`src/rtl/ysyx_22050039_store_buffer_if.sv`:
```
// Bus bundle for the store buffer: EXU store request channel, data-memory
// write channel, load hazard query and fence handshake.
// slave  = the store buffer itself; master = the core/memory environment.
interface ysyx_22050039_store_buffer_if #(
    parameter int XLEN = 64
);
    logic            st_valid;
    logic            st_ready;
    logic [1:0]      st_size;
    logic [XLEN-1:0] st_addr;
    logic [XLEN-1:0] st_data;

    logic            mem_wvalid;
    logic            mem_wready;
    logic [XLEN-1:0] mem_waddr;
    logic [XLEN-1:0] mem_wdata;
    logic [7:0]      mem_wmask;

    logic [XLEN-1:0] ld_addr;
    logic            ld_hazard;

    logic            fence_req;
    logic            fence_done;
    logic            st_misalign;

    modport slave (
        input  st_valid, st_size, st_addr, st_data, mem_wready, ld_addr, fence_req,
        output st_ready, mem_wvalid, mem_waddr, mem_wdata, mem_wmask, ld_hazard,
               fence_done, st_misalign
    );

    modport master (
        output st_valid, st_size, st_addr, st_data, mem_wready, ld_addr, fence_req,
        input  st_ready, mem_wvalid, mem_waddr, mem_wdata, mem_wmask, ld_hazard,
               fence_done, st_misalign
    );
endinterface

```
`src/rtl/ysyx_22050039_store_buffer.sv`:
```
// In-order store buffer: converts sb/sh/sw/sd into 8-byte-aligned masked
// writes, queues them in a DEPTH-entry circular FIFO, drains them over a
// valid/ready write port, flags loads that hit a pending word, and answers
// fence requests once the queue is empty.
// Optional feature macro: YSYX_22050039_MISALIGN_CHECK_EN -- when defined,
// misaligned stores are handshaken but dropped and st_misalign pulses.
module ysyx_22050039_store_buffer #(
    parameter int XLEN  = 64,
    parameter int DEPTH = 4
) (
    input logic clk,
    input logic rst,
    ysyx_22050039_store_buffer_if.slave bus
);
    localparam int PW = $clog2(DEPTH);
    localparam int CW = PW + 1;
    localparam int AW = XLEN - 3;

    typedef enum logic {IDLE = 1'b0, DRAIN = 1'b1} state_e;

    logic [AW-1:0]   addr_q [DEPTH];
    logic [XLEN-1:0] data_q [DEPTH];
    logic [7:0]      mask_q [DEPTH];
    logic [DEPTH-1:0] valid_q;
    logic [PW-1:0]   rd_ptr_q;
    logic [PW-1:0]   wr_ptr_q;
    logic [CW-1:0]   count_q;
    logic [CW-1:0]   count_d;
    state_e          state_q;
    logic            fence_done_q;
    logic            st_fire;
    logic            push;
    logic            pop;
    logic            misaligned;
    logic            hazard;
    logic            unused_ld_lsb;

    // Byte-lane enables: 2^size contiguous lanes starting at the byte offset.
    // Lanes shifted past lane 7 fall off the 8-bit result.
    function automatic logic [7:0] lane_mask(input logic [1:0] size, input logic [2:0] off);
        logic [7:0] base;
        case (size)
            2'b00:   base = 8'h01;
            2'b01:   base = 8'h03;
            2'b10:   base = 8'h0F;
            default: base = 8'hFF;
        endcase
        return base << off;
    endfunction

    // Move right-aligned store data into its byte lanes.
    function automatic logic [XLEN-1:0] lane_data(input logic [XLEN-1:0] data, input logic [2:0] off);
        return data << {off, 3'b000};
    endfunction

`ifdef YSYX_22050039_MISALIGN_CHECK_EN
    // A store is misaligned when its address is not a multiple of its size.
    function automatic logic is_misaligned(input logic [1:0] size, input logic [2:0] off);
        case (size)
            2'b01:   return off[0];
            2'b10:   return |off[1:0];
            2'b11:   return |off;
            default: return 1'b0;
        endcase
    endfunction

    assign misaligned = is_misaligned(bus.st_size, bus.st_addr[2:0]);
`else
    assign misaligned = 1'b0;
`endif

    assign st_fire = bus.st_valid && bus.st_ready;
    assign push    = st_fire && !misaligned;
    assign pop     = bus.mem_wvalid && bus.mem_wready;

    // Next occupancy: simultaneous push and pop leave the count unchanged.
    always_comb begin
        count_d = count_q;
        case ({push, pop})
            2'b10:   count_d = count_q + CW'(1);
            2'b01:   count_d = count_q - CW'(1);
            default: count_d = count_q;
        endcase
    end

    // FIFO control: pointers, occupancy count and per-slot valid bits.
    always_ff @(posedge clk) begin
        if (!rst) begin
            rd_ptr_q <= '0;
            wr_ptr_q <= '0;
            count_q  <= '0;
            valid_q  <= '0;
        end else begin
            count_q <= count_d;
            if (pop) begin
                rd_ptr_q          <= rd_ptr_q + PW'(1);
                valid_q[rd_ptr_q] <= 1'b0;
            end
            if (push) begin
                wr_ptr_q          <= wr_ptr_q + PW'(1);
                valid_q[wr_ptr_q] <= 1'b1;
            end
        end
    end

    // Entry storage: written on accept only; occupancy is tracked by valid_q.
    always_ff @(posedge clk) begin
        if (push) begin
            addr_q[wr_ptr_q] <= bus.st_addr[XLEN-1:3];
            data_q[wr_ptr_q] <= lane_data(bus.st_data, bus.st_addr[2:0]);
            mask_q[wr_ptr_q] <= lane_mask(bus.st_size, bus.st_addr[2:0]);
        end
    end

    // Fence FSM: DRAIN blocks new stores until the queue empties, then pulses done.
    always_ff @(posedge clk) begin
        if (!rst) begin
            state_q      <= IDLE;
            fence_done_q <= 1'b0;
        end else begin
            fence_done_q <= 1'b0;
            case (state_q)
                IDLE: begin
                    if (bus.fence_req) begin
                        state_q <= DRAIN;
                    end
                end
                DRAIN: begin
                    if (count_d == '0) begin
                        fence_done_q <= 1'b1;
                        state_q      <= IDLE;
                    end
                end
                default: state_q <= IDLE;
            endcase
        end
    end

`ifdef YSYX_22050039_MISALIGN_CHECK_EN
    logic misalign_q;

    // One-cycle pulse after a dropped misaligned store.
    always_ff @(posedge clk) begin
        if (!rst) begin
            misalign_q <= 1'b0;
        end else begin
            misalign_q <= st_fire && misaligned;
        end
    end

    assign bus.st_misalign = misalign_q;
`else
    assign bus.st_misalign = 1'b0;
`endif

    // Load hazard: any occupied slot holding the same 8-byte word as the load.
    always_comb begin
        hazard = 1'b0;
        for (int i = 0; i < DEPTH; i++) begin
            if (valid_q[i] && (addr_q[i] == bus.ld_addr[XLEN-1:3])) begin
                hazard = 1'b1;
            end
        end
    end

    assign unused_ld_lsb = ^bus.ld_addr[2:0];

    assign bus.st_ready   = (count_q != CW'(DEPTH)) && (state_q == IDLE);
    assign bus.mem_wvalid = (count_q != '0);
    // Head entry straight from storage; forced to zero while the queue is empty.
    assign bus.mem_waddr  = bus.mem_wvalid ? {addr_q[rd_ptr_q], 3'b000} : '0;
    assign bus.mem_wdata  = bus.mem_wvalid ? data_q[rd_ptr_q] : '0;
    assign bus.mem_wmask  = bus.mem_wvalid ? mask_q[rd_ptr_q] : '0;
    assign bus.ld_hazard  = hazard;
    assign bus.fence_done = fence_done_q;
endmodule

```
`src/flat_wrapper.sv`:
```
// flat-port wrapper written by rule: the top's interface ports become plain ports
module ysyx_22050039_store_buffer_flat 
#(
    parameter int XLEN  = 64,
    parameter int DEPTH = 4
)
  (clk, rst, bus_st_valid, bus_st_size, bus_st_addr, bus_st_data, bus_mem_wready, bus_ld_addr, bus_fence_req, bus_st_ready, bus_mem_wvalid, bus_mem_waddr, bus_mem_wdata, bus_mem_wmask, bus_ld_hazard, bus_fence_done, bus_st_misalign);
  ysyx_22050039_store_buffer_if #(.XLEN(XLEN)) bus_i ();
  input logic clk;
  input logic rst;
  input wire logic [$bits(bus_i.st_valid)-1:0] bus_st_valid;
  input wire logic [$bits(bus_i.st_size)-1:0] bus_st_size;
  input wire logic [$bits(bus_i.st_addr)-1:0] bus_st_addr;
  input wire logic [$bits(bus_i.st_data)-1:0] bus_st_data;
  input wire logic [$bits(bus_i.mem_wready)-1:0] bus_mem_wready;
  input wire logic [$bits(bus_i.ld_addr)-1:0] bus_ld_addr;
  input wire logic [$bits(bus_i.fence_req)-1:0] bus_fence_req;
  output wire logic [$bits(bus_i.st_ready)-1:0] bus_st_ready;
  output wire logic [$bits(bus_i.mem_wvalid)-1:0] bus_mem_wvalid;
  output wire logic [$bits(bus_i.mem_waddr)-1:0] bus_mem_waddr;
  output wire logic [$bits(bus_i.mem_wdata)-1:0] bus_mem_wdata;
  output wire logic [$bits(bus_i.mem_wmask)-1:0] bus_mem_wmask;
  output wire logic [$bits(bus_i.ld_hazard)-1:0] bus_ld_hazard;
  output wire logic [$bits(bus_i.fence_done)-1:0] bus_fence_done;
  output wire logic [$bits(bus_i.st_misalign)-1:0] bus_st_misalign;
  assign bus_i.st_valid = bus_st_valid;
  assign bus_i.st_size = bus_st_size;
  assign bus_i.st_addr = bus_st_addr;
  assign bus_i.st_data = bus_st_data;
  assign bus_i.mem_wready = bus_mem_wready;
  assign bus_i.ld_addr = bus_ld_addr;
  assign bus_i.fence_req = bus_fence_req;
  assign bus_st_ready = bus_i.st_ready;
  assign bus_mem_wvalid = bus_i.mem_wvalid;
  assign bus_mem_waddr = bus_i.mem_waddr;
  assign bus_mem_wdata = bus_i.mem_wdata;
  assign bus_mem_wmask = bus_i.mem_wmask;
  assign bus_ld_hazard = bus_i.ld_hazard;
  assign bus_fence_done = bus_i.fence_done;
  assign bus_st_misalign = bus_i.st_misalign;
  ysyx_22050039_store_buffer #(.XLEN(XLEN), .DEPTH(DEPTH)) u_core (.clk(clk), .rst(rst), .bus(bus_i));
endmodule
```
`config.mk`:
```
export PLATFORM = sky130hd
export DESIGN_NAME = ysyx_22050039_store_buffer_flat
export DESIGN_NICKNAME = d
export VERILOG_FILES = /design/src/rtl/ysyx_22050039_store_buffer_if.sv /design/src/rtl/ysyx_22050039_store_buffer.sv /design/src/flat_wrapper.sv
export SDC_FILE = /design/constraint.sdc
export NUM_CORES = 1
export LEC_CHECK = 0
export ABC_CLOCK_PERIOD_IN_PS = 6900
export CAP_MARGIN = 30
export CORE_MARGIN = 3
export CORE_UTILIZATION = 50
export CTS_BUF_LIST = sky130_fd_sc_hd__clkbuf_4 sky130_fd_sc_hd__clkbuf_8 sky130_fd_sc_hd__clkbuf_16
export DETAILED_ROUTE_END_ITERATION = 8
export PLACE_DENSITY = 0.74
export SLEW_MARGIN = 20
export SYNTH_ARGS = -nofsm -noshare
export SYNTH_HDL_FRONTEND = slang
export SYNTH_SLANG_ARGS = --single-unit
export TNS_END_PERCENT = 30
```
`constraint.sdc`:
```
create_clock -name clk -period 6.9 [get_ports clk]
set_input_delay 1.38 -clock clk [delete_from_list [all_inputs] [get_ports clk]]
set_output_delay 1.38 -clock clk [all_outputs]
set_load 0.1 [all_outputs]
```
==> results by group <==
Outcome
  – Status: finished, final reports clean

Setup path
  – Kind of critical path: in -> out
  – Arr. time, crit path: 4420 ps
  – Slowest-stage cell, CP: clkdlybuf4s50_1
  – Crit. End Element: primary output
  – CP max stage delay: 810 ps
  – Critical-path cell list: clkdlybuf4s50_1, xor2_1, nor4_1, nand4_1, nor3_1, nor4b_1, or4_1, buf_4
  – Startpoint Class: input port
  – Critical Path Fanout Max: 5
  – Worst EP required: 5520 ps
  – R2r worst-path depth: 11

STA
  – Final Hold Violating Endpoints: 0
  – Final setup vio count: 0
  – Setup_tns: 0 ps
  – Pins over their slew limit: 0
  – Clock Skew: 21.1 ps
  – Minimum clock period: 5800 ps
  – Crit share post-route: 84.0%
  – Normalized max-slew margin: 31.4%
  – Slew @ Worst Pin: 1030 ps
  – RSZ-0062 raised after global routing: no
  – Fmax: 0.172 GHz

Floorplan
  – Die area: 0.0539 mm2
  – Ports: 340
  – Std-Cell Core Area: 0.0504 mm2
  – Rows: 82
  – Initial Util: 50.8%
  – Die height: 232 um
  – Die width: 232 um

Final layout
  – FF/Latch Area: 0.0163 mm2
  – Layout Nets: 2144
  – Layout Utilization: 62.7%
  – Multi-input logic area: 0.00865 mm2
  – P&R area growth vs syn: 23.4%
  – Share of layout cells above drive strength 1: 14.4%
  – Fillers: 3728
  – Finished Layout Cells: 2654

Hold path
  – Hold depth: 2
  – Hold Crit Class: reg -> reg

Routing
  – Detail Route Antenna Nets: 0
  – Wirelength per Cell: 29.2 um
  – Avg Vias per Cell: 5.95
  – TritonRoute pass-1 iters: 5
  – Vias: 15.8k
  – DR iter-0 viols: 1536
  – Drc violations: 0
  – Wirelength, routed: 77400 um

Clock network
  – H-Tree Depth: 2
  – Clk slew on worst S/H paths: 60 ps
  – CTS tree: built
  – Post-cts hold buffer count: 0
  – # clock sinks: 547
  – Post-CTS Resized: 0
  – CTS buffer count: 56
  – Post-CTS Setup Inserts: 0
  – CTS max path bufs: 3
  – Worst skew pair latency: 620 ps
  – Root buffer cell: clkbuf_16

Power
  – Peak VDD IR: 0.396 mV
  – Pwr Density: 461 mW/mm2
  – Leak Pwr: 10.5 nW

Synthesis
  – Syn Inst Count: 1620
  – Largest family of logic cells by synthesized area: multiplexers
  – Yosys reg bits: 547
  – Main synth FF type: edfxtp_1
  – Count leader, synth: edfxtp_1
  – Top cells by area, synth: edfxtp_1, mux4_2, and2_1
  – Seq/Total Area, Yosys: 63.6%
  – Synth Area in Adders: 0.518%
  – Async set-or-reset flop fraction in the synthesized netlist: 0%
  – Most frequent cells after synthesis: edfxtp_1, and2_1, mux4_2
  – Synth Area in Compound Gates: 3.68%
  – Post-synthesis area per instance: 15.8 um2
  – Mux share of post-synthesis cell area: 15.6%
  – Area leader, netlist: edfxtp_1
  – Post-synth top area share: 62.4%
  – Post-synthesis xor/xnor area fraction: 6.46%
  – Post-synthesis cell area: 0.0256 mm2
  – Post-Synth Simple-Gate Area: 7.43%
  – Syn. warnings: 0
  – EDFF count, synth: 532
  – Synth unique cells: 53

GRT
  – Largest net degree at the start of global routing: 135
  – First-pass GRT wire length: 112000 um
  – Grt total ovfl: 0
  – Initial antenna violation count: 9
  – Vias in the first global route: 16.2k
  – Total track usage: 28.9%

Placed design
  – Final Wtd Congestion: 0.955
  – Dpl cells: 2548
  – HPWL after DPL: 55400 um
  – Port buffer count: 332

Flow run
  – Max-cap violation count: 0
## state kept, by name, summed over array words and instances (netlist names), named ones only
register               flops
u_core.addr_q            244
u_core.bus.fence_done      1
u_core.count_q             3
u_core.data_q            256
u_core.mask_q             32
u_core.rd_ptr_q            2
u_core.state_q             1
u_core.valid_q             4
u_core.wr_ptr_q            2
## placed cells by master, fill, tap and decap left out, drive strengths merged, types with 25 or more instances in the layout
cell type      instances
edfxtp               532
and2                 145
buf                   25
xor2                  85
nor2                  69
inv                   61
xnor2                103
nand4                 33
mux4                 133
clkbuf                77
nand2                 30
o22ai                 34
nor4                  32
clkdlybuf4s50        328
a21oi                 34
mux2i                 73
o21ai                 29
## final timing paths
kind / from / end / slack, ps
max: bus_ld_addr[17] / bus_ld_hazard / 1100
min: u_core.valid_q[0]$_SDFF_PN0_ / u_core.valid_q[0]$_SDFF_PN0_ / 520
max reg2reg: u_core.count_q[0]$_SDFF_PN0_ / u_core.bus.fence_done$_SDFF_PN0_ / 4170
min reg2reg: u_core.valid_q[0]$_SDFF_PN0_ / u_core.valid_q[0]$_SDFF_PN0_ / 520
## kinds of logic (layout without fill, tap and decap cells)
kind of cell	Yosys count	after routing
adder cells (fa/ha/maj)	10	10
multiplexers	229	229
other	1	6
buffers and inverters	156	513
XOR/XNOR	188	188
AO/OA/AOI/OAI	146	146
flip-flops	547	547
AND/OR/NAND/NOR	343	343
## report_power, final
| part | switching [mW] | internal, mW |
|---|---|---|
| combinational | 5.13 | 2.07 |
| clock | 1.24 | 1.83 |
| sequential | 0.222 | 4.07 |
## layout make-up
type	instances	share of cell area, %
flip-flops and latches	547	51.6
repair buffers	353	11.7
diodes	2	0.0159
clock inverters	26	0.816
inverters	57	0.678
clock buffers	77	5.17
well taps	672	2.66
multi-input cells	920	27.4
## metrics by stage
step	instance area, um2	hold WS [ps]	total power [mW]	worst slack, ps
2_1_floorplan	25600	450	9.63	1060
3_3_place_gp	29500	506	11.4	1180
3_5_place_dp	29600	507	11.6	1170
4_1_cts	31500	523	14.6	1160
5_1_grt	31600	534	15.0	1110
6_report	31600	518	14.6	1100
## metal layers
layer | share of wire, % | vias up | global-route usage [%] | wire length, um
li1 | - | 6858 | - | -
met5 | 0.046 | - | 0 | 36
met4 | 4.2 | 8 | 11.5 | 3240
met3 | 8.0 | 127 | 5.78 | 6220
met2 | 50 | 766 | 48.7 | 38400
met1 | 38 | 8030 | 37.1 | 29500
## worst max-delay path, delay by kind of cell
kind	cells	cell delay [ps]
XOR/XNOR	1	180
buffers and inverters	2	1120
AND/OR/NAND/NOR	5	1720
No activity file was read; power rests on OpenSTA's default activity.
